[src/rtl/digit_grid_renderer_if.sv]
// digit_grid_renderer_if
//   Bundles the beam/digit/cursor inputs and the RGB outputs of the digit grid renderer.
//   master: timing generator / digit source side (drives beam, digits, cursor; reads RGB).
//   slave : renderer side (reads beam, digits, cursor; drives RGB).
//   sx, sy          beam coordinates
//   de              display enable
//   frame_start     one-cycle pulse at frame start
//   numbers_concat  4*ROWS*COLS digit nibbles, MSB nibble = tile 0, row-major
//   numbers_valid   load pulse for numbers_concat
//   cursor_en       cursor enable
//   cursor_idx      row-major tile index to highlight
//   vga_r/g/b       3/3/2-bit colour
interface digit_grid_renderer_if #(
    parameter int unsigned ROWS = 2,
    parameter int unsigned COLS = 6
);
    logic [9:0]              sx;
    logic [9:0]              sy;
    logic                    de;
    logic                    frame_start;
    logic [4*ROWS*COLS-1:0]  numbers_concat;
    logic                    numbers_valid;
    logic                    cursor_en;
    logic [7:0]              cursor_idx;
    logic [2:0]              vga_r;
    logic [2:0]              vga_g;
    logic [1:0]              vga_b;

    modport master (
        output sx, sy, de, frame_start, numbers_concat, numbers_valid, cursor_en, cursor_idx,
        input  vga_r, vga_g, vga_b
    );

    modport slave (
        input  sx, sy, de, frame_start, numbers_concat, numbers_valid, cursor_en, cursor_idx,
        output vga_r, vga_g, vga_b
    );
endinterface

[src/rtl/digit_grid_renderer.sv]
// digit_grid_renderer
//   Maps VGA beam coordinates onto a ROWS x COLS grid of seven-segment tiles and renders each
//   pixel through a 3-stage registered pipeline (3 clk latency, one pixel per clock).
//   Digits are double-buffered (shadow -> active on frame_start) so the display never tears;
//   a frame-counted blinking cursor highlights one tile.
//   clk    pixel clock
//   rst_n  asynchronous active-low reset
//   bus    digit_grid_renderer_if.slave (beam, digits, cursor in; RGB out)
module digit_grid_renderer #(
    parameter int unsigned COLS         = 6,
    parameter int unsigned ROWS         = 2,
    parameter int unsigned X0           = 20,
    parameter int unsigned Y0           = 20,
    parameter int unsigned DIGIT_W      = 80,
    parameter int unsigned DIGIT_H      = 140,
    parameter int unsigned X_PITCH      = 100,
    parameter int unsigned Y_PITCH      = 180,
    parameter int unsigned MID_GAP      = 20,
    parameter int unsigned BLINK_FRAMES = 30
) (
    input logic                  clk,
    input logic                  rst_n,
    digit_grid_renderer_if.slave bus
);
    localparam int unsigned NTILES = ROWS * COLS;
    localparam int unsigned NUM_W  = 4 * NTILES;
    localparam int unsigned SEG_T  = DIGIT_W / 8;

    localparam logic [9:0] T_L        = 10'(SEG_T);
    localparam logic [9:0] W_IN       = 10'(DIGIT_W - SEG_T);
    localparam logic [9:0] H_HALF     = 10'(DIGIT_H / 2);
    localparam logic [9:0] G_LO       = 10'(DIGIT_H / 2 - SEG_T / 2);
    localparam logic [9:0] G_HI       = 10'(DIGIT_H / 2 + SEG_T / 2);
    localparam logic [9:0] D_LO       = 10'(DIGIT_H - SEG_T);
    localparam logic [9:0] BLINK_LAST = 10'(BLINK_FRAMES - 1);

    // Bounds are kept in 32-bit arithmetic so edges past 1023 never wrap into view.
    function automatic int unsigned tile_x0(int unsigned c);
        return X0 + c * X_PITCH + ((c >= COLS / 2) ? MID_GAP : 0);
    endfunction

    function automatic int unsigned tile_y0(int unsigned r);
        return Y0 + r * Y_PITCH;
    endfunction

    // Segment set per digit, bit order {g,f,e,d,c,b,a}; 10..15 are blank.
    function automatic logic [6:0] digit_segs(logic [3:0] v);
        logic [6:0] s;
        case (v)
            4'd0:    s = 7'h3F;
            4'd1:    s = 7'h06;
            4'd2:    s = 7'h5B;
            4'd3:    s = 7'h4F;
            4'd4:    s = 7'h66;
            4'd5:    s = 7'h6D;
            4'd6:    s = 7'h7D;
            4'd7:    s = 7'h07;
            4'd8:    s = 7'h7F;
            4'd9:    s = 7'h6F;
            default: s = 7'h00;
        endcase
        return s;
    endfunction

    // Buffered digit / cursor state and blink counter
    logic [NUM_W-1:0] shadow_q;
    logic [NUM_W-1:0] active_q;
    logic             act_cursor_en_q;
    logic [7:0]       act_cursor_idx_q;
    logic [9:0]       frame_cnt_q;
    logic             blink_on_q;

    always_ff @(posedge clk or negedge rst_n) begin
        if (!rst_n) begin
            shadow_q         <= '1;
            active_q         <= '1;
            act_cursor_en_q  <= 1'b0;
            act_cursor_idx_q <= 8'd0;
            frame_cnt_q      <= 10'd0;
            blink_on_q       <= 1'b0;
        end else begin
            if (bus.numbers_valid) begin
                shadow_q <= bus.numbers_concat;
            end
            if (bus.frame_start) begin
                // Same-edge load bypasses the shadow so new digits are not a frame late.
                active_q         <= bus.numbers_valid ? bus.numbers_concat : shadow_q;
                act_cursor_en_q  <= bus.cursor_en;
                act_cursor_idx_q <= bus.cursor_idx;
                if (frame_cnt_q == BLINK_LAST) begin
                    frame_cnt_q <= 10'd0;
                    blink_on_q  <= ~blink_on_q;
                end else begin
                    frame_cnt_q <= frame_cnt_q + 10'd1;
                end
            end
        end
    end

    // S1: tile hit test. Digit and cursor state are looked up here, from the pre-edge active
    // registers, so a commit on an edge only affects pixels sampled after that edge.
    logic       hit_c;
    logic [7:0] idx_c;
    logic [9:0] ox_c;
    logic [9:0] oy_c;
    logic [3:0] digit_c;
    logic       cur_c;

    always_comb begin
        hit_c   = 1'b0;
        idx_c   = 8'd0;
        ox_c    = 10'd0;
        oy_c    = 10'd0;
        digit_c = 4'hF;
        // Descending scan: the last match is the lowest row-major index.
        for (int i = int'(NTILES) - 1; i >= 0; i--) begin
            if (32'(bus.sx) >= tile_x0(unsigned'(i) % COLS) &&
                32'(bus.sx) <  tile_x0(unsigned'(i) % COLS) + DIGIT_W &&
                32'(bus.sy) >= tile_y0(unsigned'(i) / COLS) &&
                32'(bus.sy) <  tile_y0(unsigned'(i) / COLS) + DIGIT_H) begin
                hit_c   = 1'b1;
                idx_c   = 8'(i);
                ox_c    = 10'(32'(bus.sx) - tile_x0(unsigned'(i) % COLS));
                oy_c    = 10'(32'(bus.sy) - tile_y0(unsigned'(i) / COLS));
                digit_c = active_q[4 * (NTILES - 1 - unsigned'(i)) +: 4];
            end
        end
        cur_c = hit_c && act_cursor_en_q && blink_on_q && (act_cursor_idx_q == idx_c) &&
                (32'(act_cursor_idx_q) < NTILES);
    end

    logic       s1_hit_q;
    logic [9:0] s1_ox_q;
    logic [9:0] s1_oy_q;
    logic [3:0] s1_digit_q;
    logic       s1_cur_q;
    logic       s1_de_q;

    // S2: which segment region (if any) the pixel lies in, bit order {g,f,e,d,c,b,a}
    logic       inner_x;
    logic       upper;
    logic [6:0] mask_c;

    assign inner_x = (s1_ox_q >= T_L) && (s1_ox_q < W_IN);
    assign upper   = (s1_oy_q < H_HALF);

    always_comb begin
        mask_c    = 7'd0;
        mask_c[0] = (s1_oy_q < T_L) && inner_x;
        mask_c[1] = (s1_ox_q >= W_IN) && upper;
        mask_c[2] = (s1_ox_q >= W_IN) && !upper;
        mask_c[3] = (s1_oy_q >= D_LO) && inner_x;
        mask_c[4] = (s1_ox_q < T_L) && !upper;
        mask_c[5] = (s1_ox_q < T_L) && upper;
        mask_c[6] = (s1_oy_q >= G_LO) && (s1_oy_q < G_HI) && inner_x;
        if (!s1_hit_q) begin
            mask_c = 7'd0;
        end
    end

    logic [3:0] s2_digit_q;
    logic [6:0] s2_mask_q;
    logic       s2_cur_q;
    logic       s2_de_q;

    // S3: colour resolve
    logic       lit;
    logic [2:0] r_q;
    logic [2:0] g_q;
    logic [1:0] b_q;

    assign lit = |(s2_mask_q & digit_segs(s2_digit_q));

    always_ff @(posedge clk or negedge rst_n) begin
        if (!rst_n) begin
            s1_hit_q   <= 1'b0;
            s1_ox_q    <= 10'd0;
            s1_oy_q    <= 10'd0;
            s1_digit_q <= 4'd0;
            s1_cur_q   <= 1'b0;
            s1_de_q    <= 1'b0;
            s2_digit_q <= 4'd0;
            s2_mask_q  <= 7'd0;
            s2_cur_q   <= 1'b0;
            s2_de_q    <= 1'b0;
            r_q        <= 3'd0;
            g_q        <= 3'd0;
            b_q        <= 2'd0;
        end else begin
            s1_hit_q   <= hit_c;
            s1_ox_q    <= ox_c;
            s1_oy_q    <= oy_c;
            s1_digit_q <= digit_c;
            s1_cur_q   <= cur_c;
            s1_de_q    <= bus.de;

            s2_digit_q <= s1_digit_q;
            s2_mask_q  <= mask_c;
            s2_cur_q   <= s1_cur_q;
            s2_de_q    <= s1_de_q;

            if (!s2_de_q) begin
                {r_q, g_q, b_q} <= 8'h00;
            end else if (s2_cur_q) begin
                {r_q, g_q, b_q} <= lit ? {3'd7, 3'd7, 2'd0} : {3'd0, 3'd0, 2'd2};
            end else if (lit) begin
                {r_q, g_q, b_q} <= {3'd7, 3'd7, 2'd3};
            end else begin
                {r_q, g_q, b_q} <= 8'h00;
            end
        end
    end

    assign bus.vga_r = r_q;
    assign bus.vga_g = g_q;
    assign bus.vga_b = b_q;
endmodule
[src/flat_wrapper.sv]
// flat-port wrapper written by rule: the top's interface ports become plain ports
module digit_grid_renderer_flat 
#(
    parameter int unsigned COLS         = 6,
    parameter int unsigned ROWS         = 2,
    parameter int unsigned X0           = 20,
    parameter int unsigned Y0           = 20,
    parameter int unsigned DIGIT_W      = 80,
    parameter int unsigned DIGIT_H      = 140,
    parameter int unsigned X_PITCH      = 100,
    parameter int unsigned Y_PITCH      = 180,
    parameter int unsigned MID_GAP      = 20,
    parameter int unsigned BLINK_FRAMES = 30
)
  (clk, rst_n, bus_sx, bus_sy, bus_de, bus_frame_start, bus_numbers_concat, bus_numbers_valid, bus_cursor_en, bus_cursor_idx, bus_vga_r, bus_vga_g, bus_vga_b);
  digit_grid_renderer_if #(.ROWS(ROWS), .COLS(COLS)) bus_i ();
  input logic clk;
  input logic rst_n;
  input wire logic [$bits(bus_i.sx)-1:0] bus_sx;
  input wire logic [$bits(bus_i.sy)-1:0] bus_sy;
  input wire logic [$bits(bus_i.de)-1:0] bus_de;
  input wire logic [$bits(bus_i.frame_start)-1:0] bus_frame_start;
  input wire logic [$bits(bus_i.numbers_concat)-1:0] bus_numbers_concat;
  input wire logic [$bits(bus_i.numbers_valid)-1:0] bus_numbers_valid;
  input wire logic [$bits(bus_i.cursor_en)-1:0] bus_cursor_en;
  input wire logic [$bits(bus_i.cursor_idx)-1:0] bus_cursor_idx;
  output wire logic [$bits(bus_i.vga_r)-1:0] bus_vga_r;
  output wire logic [$bits(bus_i.vga_g)-1:0] bus_vga_g;
  output wire logic [$bits(bus_i.vga_b)-1:0] bus_vga_b;
  assign bus_i.sx = bus_sx;
  assign bus_i.sy = bus_sy;
  assign bus_i.de = bus_de;
  assign bus_i.frame_start = bus_frame_start;
  assign bus_i.numbers_concat = bus_numbers_concat;
  assign bus_i.numbers_valid = bus_numbers_valid;
  assign bus_i.cursor_en = bus_cursor_en;
  assign bus_i.cursor_idx = bus_cursor_idx;
  assign bus_vga_r = bus_i.vga_r;
  assign bus_vga_g = bus_i.vga_g;
  assign bus_vga_b = bus_i.vga_b;
  digit_grid_renderer #(.COLS(COLS), .ROWS(ROWS), .X0(X0), .Y0(Y0), .DIGIT_W(DIGIT_W), .DIGIT_H(DIGIT_H), .X_PITCH(X_PITCH), .Y_PITCH(Y_PITCH), .MID_GAP(MID_GAP), .BLINK_FRAMES(BLINK_FRAMES)) u_core (.clk(clk), .rst_n(rst_n), .bus(bus_i));
endmodule
[config.mk]
export PLATFORM = sky130hd
export DESIGN_NAME = digit_grid_renderer_flat
export DESIGN_NICKNAME = d
export VERILOG_FILES = /design/src/rtl/digit_grid_renderer_if.sv /design/src/rtl/digit_grid_renderer.sv /design/src/flat_wrapper.sv
export SDC_FILE = /design/constraint.sdc
export NUM_CORES = 1
export LEC_CHECK = 0
export ABC_CLOCK_PERIOD_IN_PS = 4000
export CORE_MARGIN = 10
export CORE_UTILIZATION = 59
export DETAILED_ROUTE_END_ITERATION = 7
export GPL_ROUTABILITY_DRIVEN = 0
export PLACE_DENSITY = 0.95
export SETUP_SLACK_MARGIN = 0.4
export SYNTH_ARGS = -nofsm -noshare
export SYNTH_HDL_FRONTEND = slang
export SYNTH_SLANG_ARGS = --single-unit
[constraint.sdc]
create_clock -name clk -period 4 [get_ports clk]
set_input_delay 0.8 -clock clk [delete_from_list [all_inputs] [get_ports clk]]
set_output_delay 0.8 -clock clk [all_outputs]
set_load 0.03 [all_outputs]
# Yosys cells after proc, flatten, opt, wreduce, memory -nomap -nowiden
# Memory sizes are Yosys's and may differ from the RTL's.
# Index checks and enable logic that the tools add are counted.
# totals
mem_count	1
in_bits	82
wordCells	177
out_inout_bits	8
mem_bits_ro	112
register_bits	164
# op_classes
n_bitwise	2
eq_ne	2
n_reduce_logical	46
addsub	9
n_lt_le_gt_ge	26
muxes	72
# mem_list
name	words	word_bits	rd	rd_clocked_by_memory_dff	wr	line_no	source
(name not given)	16	7	1	0	0	digit_grid_renderer.sv:49	case (v)
# op_table
op	n
$mux 10	25
$mux 4	24
$mux 48	1
$logic_and 1x1->1	43
$lt 10x7->1 const B	4
$ge 10x7->1 const B	3
$ge 10x8->1 const B	3
$lt 10x9->1 const B	3
$ge 10x5->1 const B	2
$ge 10x9->1 const B	2
$lt 10x10->1 const B	2
$lt 10x4->1 const B	2
$lt 10x8->1 const B	2
$sub 10x5->10 const B	2
$sub 10x8->10 const B	2
$sub 10x9->10 const B	2
$mux 3	5
$mux 1	12
$add 10x1->10 const B	1
$eq 10x5->1 const B	1
$ge 10x10->1 const B	1
$ge 10x4->1 const B	1
$sub 10x10->10 const B	1
$sub 10x7->10 const B	1
10 further kinds	12

# Depth between registers and ports, before layout
# Gate-level depths: netlist of run 1.
# depth
depth_word	20
ltp_mapped	12

# Worst setup path after synthesis of run 1
# OpenSTA, ideal clock, no wires.
# synth_path
path_kind	input to register
from	in bus_sx[3]
to	reg u_core.s1_ox_q[5]
path_buffers	0
setup_slack_ns	0.962
path_stages	10
t_required_ns	3.869
arrival_ns	2.907
setup_time_ns	0.131
cell_sequence	inv_1 > ha_1 > or3b_1 > a211oi_1 > o31ai_1 > nor2_2 > nor2_1 > a221o_1 > a211oi_1 > o22ai_1
# synth_via
elab_chain_len	16
# synth_rtl
element	line_no	source
from (decl)	flat_wrapper.sv:19	input wire logic [$bits(bus_i.sx)-1:0] bus_sx;
$ge 10x10->1 / $lt 10x10->1 (equally long branches)	digit_grid_renderer.sv:117, digit_grid_renderer.sv:118	
$logic_and 1x1->1	digit_grid_renderer.sv:117	if (32'(bus.sx) >= tile_x0(unsigned'(i) % COLS) &&
$logic_and 1x1->1	digit_grid_renderer.sv:118	32'(bus.sx) < tile_x0(unsigned'(i) % COLS) + DIGIT_W &&
$logic_and 1x1->1	digit_grid_renderer.sv:119	32'(bus.sy) >= tile_y0(unsigned'(i) / COLS) &&
$mux 10 (11 in series)	digit_grid_renderer.sv:117	
$mux 10 (*)	digit_grid_renderer.sv:117	
net u_core.ox_c[5]	digit_grid_renderer.sv:104	logic [9:0] ox_c;
to (signal assigned)	digit_grid_renderer.sv:177	s1_ox_q <= 10'd0;
to (signal assigned)	digit_grid_renderer.sv:191	s1_ox_q <= ox_c;
to (decl)	digit_grid_renderer.sv:133	logic [9:0] s1_ox_q;
# The timed path passes the listed nets; every way through them passes the cells marked *.
# A chain may end at the register's enable or synchronous reset.

# Final worst setup path of run 1
# Same ends and word-level chain as after synthesis.

==> reports/qor.txt, run 1 <==
Mapped Area -> 8371 µm²
DRC viols -> 23
met2 routed WL -> 11,480 µm
Clk Latency, worst-skew pair -> 0.44 ns
share of cells above drive strength 1 -> 0.2469
first-pass GRT wire length -> 38,650 µm
slowest cell on the critical path -> clkdlybuf4s50_1
RSZ-0062 raised after global routing -> yes
first-pass iteration count of the detailed router -> 8
register-to-register setup slack -> 1.68 ns
Worst Hold Class -> reg -> reg
status -> finished, violations left
number of synthesized register bits -> 158
# fillers -> 884
total power -> 4.304 mW
Clk pwr share -> 0.391
Nets -> 1,057
Cells after Synth -> 863
CP endpoint kind -> flop
I/O Buffers -> 89
CTS Buf Count -> 17
largest net degree at the start of global routing -> 84
Hold Path End -> u_core.s2_digit_q[0]$_DFF_PN0_
Finished Core Util -> 0.7311
Reg2Reg Depth -> 8
failing checks -> design-rule violations
Pleak -> 4.120 nW
initial antenna violation count -> 0
sequential area share after synthesis -> 0.4867
vias in the first global route -> 7,670
Fmax achieved -> 284.9 MHz
vias post-DR -> 7,466
# rows -> 43
FF-to-FF End -> u_core.frame_cnt_q[8]$_DFFE_PN0P_
H-tree levels -> 4
clock transition at the registers of the reported paths -> 0.07 ns
Net Sw Power -> 1.139 mW
final setup vio count -> 0
Post-synth top flop -> dfstp_2
Die Wd -> 139.1 µm
M1 WL -> 8492 µm
Critical Path RT -> 4.30 ns
R2R Path Start -> u_core.frame_cnt_q[1]$_DFFE_PN0P_
Logic pwr share -> 0.153
Int Pwr -> 3.165 mW
async set-reset flop share out of synthesis -> 1.000
Starting Density -> 0.6030
I/O pin count -> 90
Worst Slack Setup Final -> 0.4904 ns
multi-input logic area -> 4015 µm²
worst slack at placement -> 0.1759 ns
Buf/Inv on CP -> 3
Crit Path Max Fanout -> 8
hold buffer count at cts -> 0
arrival time worst endpoint -> 3.81 ns
final hold vios -> 0
root buf cell -> clkbuf_16
Detail Route met3 WL -> 2635 µm
Flop pwr share -> 0.456
Setup Buffers After CTS -> 0
Largest stage delay, worst path -> 0.44 ns
syn nets -> 965
hpwl dp -> 15,820 µm
Post-Layout Cell Count -> 1,148
Area Overhead vs Synth -> 21.24%
gr usage total -> 0.2428
wire length per cell -> 20.67 µm
Setup TNS -> 0 ns
CTS tree -> yes
worst-margin pin slew -> 1.105 ns
hold path cells -> 0
drt via density -> 6.503
Die Height -> 139.1 µm
Detail Route Antenna Nets -> 0
routed wire length -> 23,730 µm
total core area -> 13,880 µm²
CP dominant cell by count -> buf_4
Hold Crit Start -> u_core.s1_digit_q[0]$_DFF_PN0_
Final Max Slew Viols -> 0
Crit path max-delay family -> compound AO/OA/AOI/OAI gates
Sw Share -> 0.2646
worst-path cell chain -> clkdlybuf4s50_1 > buf_4 > ha_1 > a311o_1 > a21oi_4 > buf_4 > nand2b_1 > nor2_1 > a221o_1 > a211oi_1 > o22ai_1
diode count -> 0
register area -> 4074 µm²
power per cell area -> 424.1 nW/µm²
crit start category -> primary input
Synth Warn # -> 0
Post-CTS Resized -> 0
Post-synth EDFFs -> 0
DRT iter0 DRCs -> 1,113
WS Path Type -> in -> reg
placed insts -> 1,116
total die area -> 19,350 µm²
Syn Area/Cell -> 9.699 µm²
peak supply drop -> 311.7 µV
crit share post-route -> 0.8774
top routing layer used -> met4
Fin Clk Skew -> 0.01164 ns
grt ovf -> 0
maximum clock path buffer count -> 2
Slew Limit Headroom -> 0.2634
Max Cap Viol -> 0
Synth cell types -> 75
post-route minimum period -> 3.510 ns
Sink Count -> 158
[layer usage]
layer  vias up  track usage
li1       3238            -
met1      3551       0.2736
met2       523       0.4029
met3       154      0.08425
met4         0       0.1164
met5         -            0
[power groups by stage]
| stage | Sequential (mW) | Clock (mW) | Combinational (mW) |
|---|---|---|---|
| 2_1_floorplan | 1.93 | 0 | 0.395 |
| 3_5_place_dp | 1.98 | 0 | 0.626 |
| 4_1_cts | 1.95 | 1.70 | 0.646 |
| 6_report | 1.96 | 1.68 | 0.660 |
| 3_3_place_gp | 1.96 | 0 | 0.602 |
| 5_1_grt | 1.98 | 1.77 | 0.719 |
[stage by stage]
step / cell area [µm²] / hold slack (ns)
after detailed placement: 9520 / 0.3362
after floorplan: 8371 / 0.3312
after global placement: 9520 / 0.3355
after global routing: 10150 / 0.3611
after CTS: 10130 / 0.3504
final: 10150 / 0.3492
[synthesized netlist by cell type, types with 5 or more instances]
library cell / count / share of area
xnor2_1: 16 / 0.017
o221ai_1: 10 / 0.010
and2_1: 10 / 0.0075
a2111oi_0: 6 / 0.0063
mux2i_1: 5 / 0.0060
nand3_1: 13 / 0.0078
or3_1: 9 / 0.0067
a21oi_1: 34 / 0.020
a221oi_1: 7 / 0.0073
dfrtp_1: 62 / 0.19
buf_1: 5 / 0.0022
nor2_1: 173 / 0.078
nor2b_1: 6 / 0.0045
a31oi_1: 8 / 0.0060
and3_1: 8 / 0.0060
inv_1: 18 / 0.0081
o22ai_1: 11 / 0.0082
nand2b_1: 11 / 0.0082
nand4_1: 5 / 0.0037
clkbuf_1: 36 / 0.016
a211oi_1: 11 / 0.0099
o211ai_1: 5 / 0.0045
buf_4: 5 / 0.0045
dfstp_2: 96 / 0.30
mux2_2: 57 / 0.077
nor3_1: 16 / 0.0096
o21ai_0: 56 / 0.033
ha_1: 20 / 0.030
xor2_1: 7 / 0.0073
nand2_1: 55 / 0.025
buf_2: 5 / 0.0030
[area by class of cell]
class                           count  area share
Clock buffer                       22     0.04673
Tap cell                          180     0.02219
Inverter                           19    0.007027
Timing Repair Buffer              125      0.1135
Sequential cell                   158      0.4014
Multi-Input combinational cell    634      0.3956
Clock inverter                     10     0.01344
[placed cells by master (no fill, tap or decap), drive strengths merged, types with 13 or more instances in the layout]
| cell type | Yosys | routed |
|---|---|---|
| nor2 | 174 | 174 |
| dfstp | 96 | 96 |
| clkdlybuf4s50 | 0 | 86 |
| dfrtp | 62 | 62 |
| mux2 | 57 | 57 |
| o21ai | 57 | 57 |
| nand2 | 55 | 55 |
| buf | 16 | 39 |
| a21oi | 37 | 37 |
| clkbuf | 36 | 22 |
| ha | 20 | 20 |
| inv | 18 | 19 |
| xnor2 | 16 | 16 |
| nor3 | 16 | 16 |
| nand3 | 13 | 13 |
[how the worst max path moves through the flow]
stage / start / to / slack [ns] / cells past startpoint
6_report: bus_sx[3] / u_core.s1_ox_q[5]$_DFF_PN0_ / 0.49 / 11
5_1_grt: bus_sx[3] / u_core.s1_cur_q$_DFF_PN0_ / 0.36 / 11
4_1_cts: bus_sx[3] / u_core.s1_cur_q$_DFF_PN0_ / 0.56 / 11
3_5_place_dp: bus_sx[2] / u_core.s1_cur_q$_DFF_PN0_ / 0.18 / 12
3_3_place_gp: bus_sx[2] / u_core.s1_cur_q$_DFF_PN0_ / 0.27 / 12
2_1_floorplan: bus_sx[3] / u_core.s1_ox_q[5]$_DFF_PN0_ / 0.96 / 10
[state kept, by name, summed over array words and instances, names as in the netlist]
name / flops
u_core.s1_digit_q: 4
u_core.s2_mask_q: 7
u_core.s2_de_q: 1
u_core.blink_on_q: 1
u_core.s1_cur_q: 1
u_core.bus.vga_b: 2
u_core.bus.vga_g: 1
u_core.s1_hit_q: 1
u_core.shadow_q: 48
u_core.s2_digit_q: 4
u_core.s1_ox_q: 9
u_core.s1_de_q: 1
u_core.active_q: 48
u_core.s1_oy_q: 10
u_core.act_cursor_idx_q: 8
u_core.act_cursor_en_q: 1
u_core.s2_cur_q: 1
u_core.frame_cnt_q: 10
[kinds of logic (layout without fill, tap and decap cells)]
group	Yosys count	in the layout	synth area share
AO/OA/AOI/OAI	201	201	0.1640
XOR/XNOR	23	23	0.02407
adder cells (fa/ha/maj)	20	20	0.02990
buffers and inverters	71	176	0.03572
flip-flops	158	158	0.4867
multiplexers	62	62	0.08266
AND/OR/NAND/NOR	328	328	0.1770
[worst register-to-register path, stage by stage (launching register included)]
cell	delay (ns)
dfrtp_1	0.43
inv_1	0.10
ha_1	0.14
or4b_2	0.57
nor3_1	0.31
and2_1	0.28
a21oi_1	0.07
o21ai_0	0.15
o21ai_0	0.13
Note: power is estimated with default switching activity, not from simulation.
==> inputs of run 2 (changes only) <==
--- a/config.mk
+++ b/config.mk
@@ -6,8 +6,10 @@
 export NUM_CORES = 1
 export LEC_CHECK = 0
 export ABC_CLOCK_PERIOD_IN_PS = 4000
+export CAP_MARGIN = 5
 export CORE_MARGIN = 10
 export CORE_UTILIZATION = 59
+export CTS_BUF_LIST = sky130_fd_sc_hd__clkbuf_4 sky130_fd_sc_hd__clkbuf_8
 export DETAILED_ROUTE_END_ITERATION = 7
 export GPL_ROUTABILITY_DRIVEN = 0
 export PLACE_DENSITY = 0.95
==> run 2 against run 1 <==
Register-to-register slack about the same. Sequential share of layout area increased by 0.78 points. Hold slack improved by 0.0048 ns. Non-clock buffer count unchanged. The flow still finishes with violations (design-rule violations).
==> reports/qor.txt, run 2 (same netlist as run 1, synthesis figures left out) <==
Starting Density -> 0.6030
Setup Buffers After CTS -> 0
R2R Path Start -> u_core.frame_cnt_q[1]$_DFFE_PN0P_
Clk Latency, worst-skew pair -> 0.49 ns
FF-to-FF End -> u_core.frame_cnt_q[8]$_DFFE_PN0P_
arrival time worst endpoint -> 3.84 ns
Area Overhead vs Synth -> 18.92%
H-tree levels -> 4
maximum clock path buffer count -> 2
Worst Hold Class -> reg -> reg
Setup TNS -> 0 ns
Crit Path Max Fanout -> 6
met1 Track Usage GR -> 0.2693
RSZ-0062 raised after global routing -> yes
largest net degree at the start of global routing -> 84
Sink Count -> 158
commonest non-fill, non-tap cell in the layout -> nor2_1
Hold Path End -> u_core.s2_de_q$_DFF_PN0_
Fmax achieved -> 288.2 MHz
I/O pin count -> 90
Final Max Slew Viols -> 0
Fin Clk Skew -> 0.01929 ns
Pleak -> 4.037 nW
failing checks -> design-rule violations
Die Height -> 139.1 µm
Critical Path RT -> 4.37 ns
DRT iter0 DRCs -> 1,177
gr usage total -> 0.2292
hold path cells -> 0
crit start category -> primary input
CTS Buf Count -> 17
hpwl dp -> 15,820 µm
vias in the first global route -> 7,383
met2 Track Usage GR -> 0.3740
diode count -> 0
post-route minimum period -> 3.470 ns
drt via density -> 6.463
Finished Core Util -> 0.7171
WS Path Type -> in -> reg
I/O Buffers -> 89
total die area -> 19,350 µm²
Most Crowded Layer GR -> met2
root buf cell -> clkbuf_8
share of cells above drive strength 1 -> 0.2459
final hold vios -> 0
clock transition at the registers of the reported paths -> 0.08 ns
Slew Limit Headroom -> 0.2923
DRC viols -> 1
Largest regs -> u_core.active_q: 48 flops, u_core.shadow_q: 48 flops
wire length per cell -> 19.80 µm
routing usage on met3 -> 0.07089
Nets -> 1,057
hold buffer count at cts -> 0
most frequent cells in the layout -> nor2_1, dfstp_2, clkdlybuf4s50_1
peak supply drop -> 318.7 µV
total power -> 3.893 mW
Die Wd -> 139.1 µm
Hold Crit Start -> u_core.s1_de_q$_DFF_PN0_
first-pass GRT wire length -> 36,700 µm
Detail Route Antenna Nets -> 0
first-pass iteration count of the detailed router -> 8
power per cell area -> 391.1 nW/µm²
CP endpoint kind -> flop
routed wire length -> 22,730 µm
status -> finished, violations left
Max Cap Viol -> 0
register-to-register setup slack -> 1.68 ns
CTS tree -> yes
vias post-DR -> 7,419
final setup vio count -> 0
# rows -> 43
total core area -> 13,880 µm²
crit share post-route -> 0.8676
Reg2Reg Depth -> 8
grt ovf -> 0
worst-margin pin slew -> 1.062 ns
initial antenna violation count -> 1
==> run 2: cell counts in the layout (fill, tap and decap cells not counted) <==
Identical to the previous run, type by type.
==> run 2: layout make-up <==
type | count | area [µm²]
multi-input cells | 634 | 4005
clock buffers | 22 | 290.3
clock inverters | 10 | 136.4
repair buffers | 125 | 1152
fillers | 915 | 3926
well taps | 180 | 225.2
flip-flops and latches | 158 | 4074
inverters | 19 | 71.32
==> run 2: routing by layer <==
metal	vias up	wire (µm)	share of wire
met2	500	10950	0.48
met5	-	12	0.00053
met3	144	2434	0.11
met1	3531	8325	0.37
met4	2	1002	0.044
li1	3242	-	-
==> run 2: what timing repair did <==
item,CTS,global route
gates resized for setup,0,2
endpoints found under the setup margin,0,4
endpoints found under the hold margin,0,0
==> run 2: metrics by stage <==
stage	hold slack [ns]	setup slack (ns)	instances	instance area [µm²]
2_1_floorplan	0.3312	0.9620	863	8371
3_3_place_gp	0.3355	0.2733	1116	9520
3_5_place_dp	0.3362	0.1759	1116	9520
4_1_cts	0.3559	0.6201	1148	9947
5_1_grt	0.3665	0.3168	1148	9955
6_report	0.3540	0.5297	1148	9955
==> run 2: power breakdown <==
group          switching (mW)  internal [mW]  leakage (nW)  total (mW)
clock                   0.606          0.680         0.224        1.29
combinational           0.361          0.290          2.02       0.651
sequential              0.116           1.84          1.80        1.96
total                    1.08           2.81          4.04        3.89
==> run 2: critical path, cell delays in order <==
cell	delay [ns]
clkdlybuf4s50_1	0.44
inv_1	0.14
ha_1	0.17
or3b_1	0.34
a211oi_1	0.41
o31ai_1	0.17
a21oi_2	0.33
o21ai_0	0.26
a221oi_2	0.33
o21ai_1	0.10
a2111oi_2	0.35
==> run 2: worst max path at each step <==
stage / start / endpoint
after global placement: bus_sx[2] / u_core.s1_cur_q$_DFF_PN0_
final: bus_sx[3] / u_core.s1_cur_q$_DFF_PN0_
after detailed placement: bus_sx[2] / u_core.s1_cur_q$_DFF_PN0_
after CTS: bus_sx[2] / u_core.s1_cur_q$_DFF_PN0_
after floorplan: bus_sx[3] / u_core.s1_ox_q[5]$_DFF_PN0_
after global routing: bus_sx[3] / u_core.s1_cur_q$_DFF_PN0_
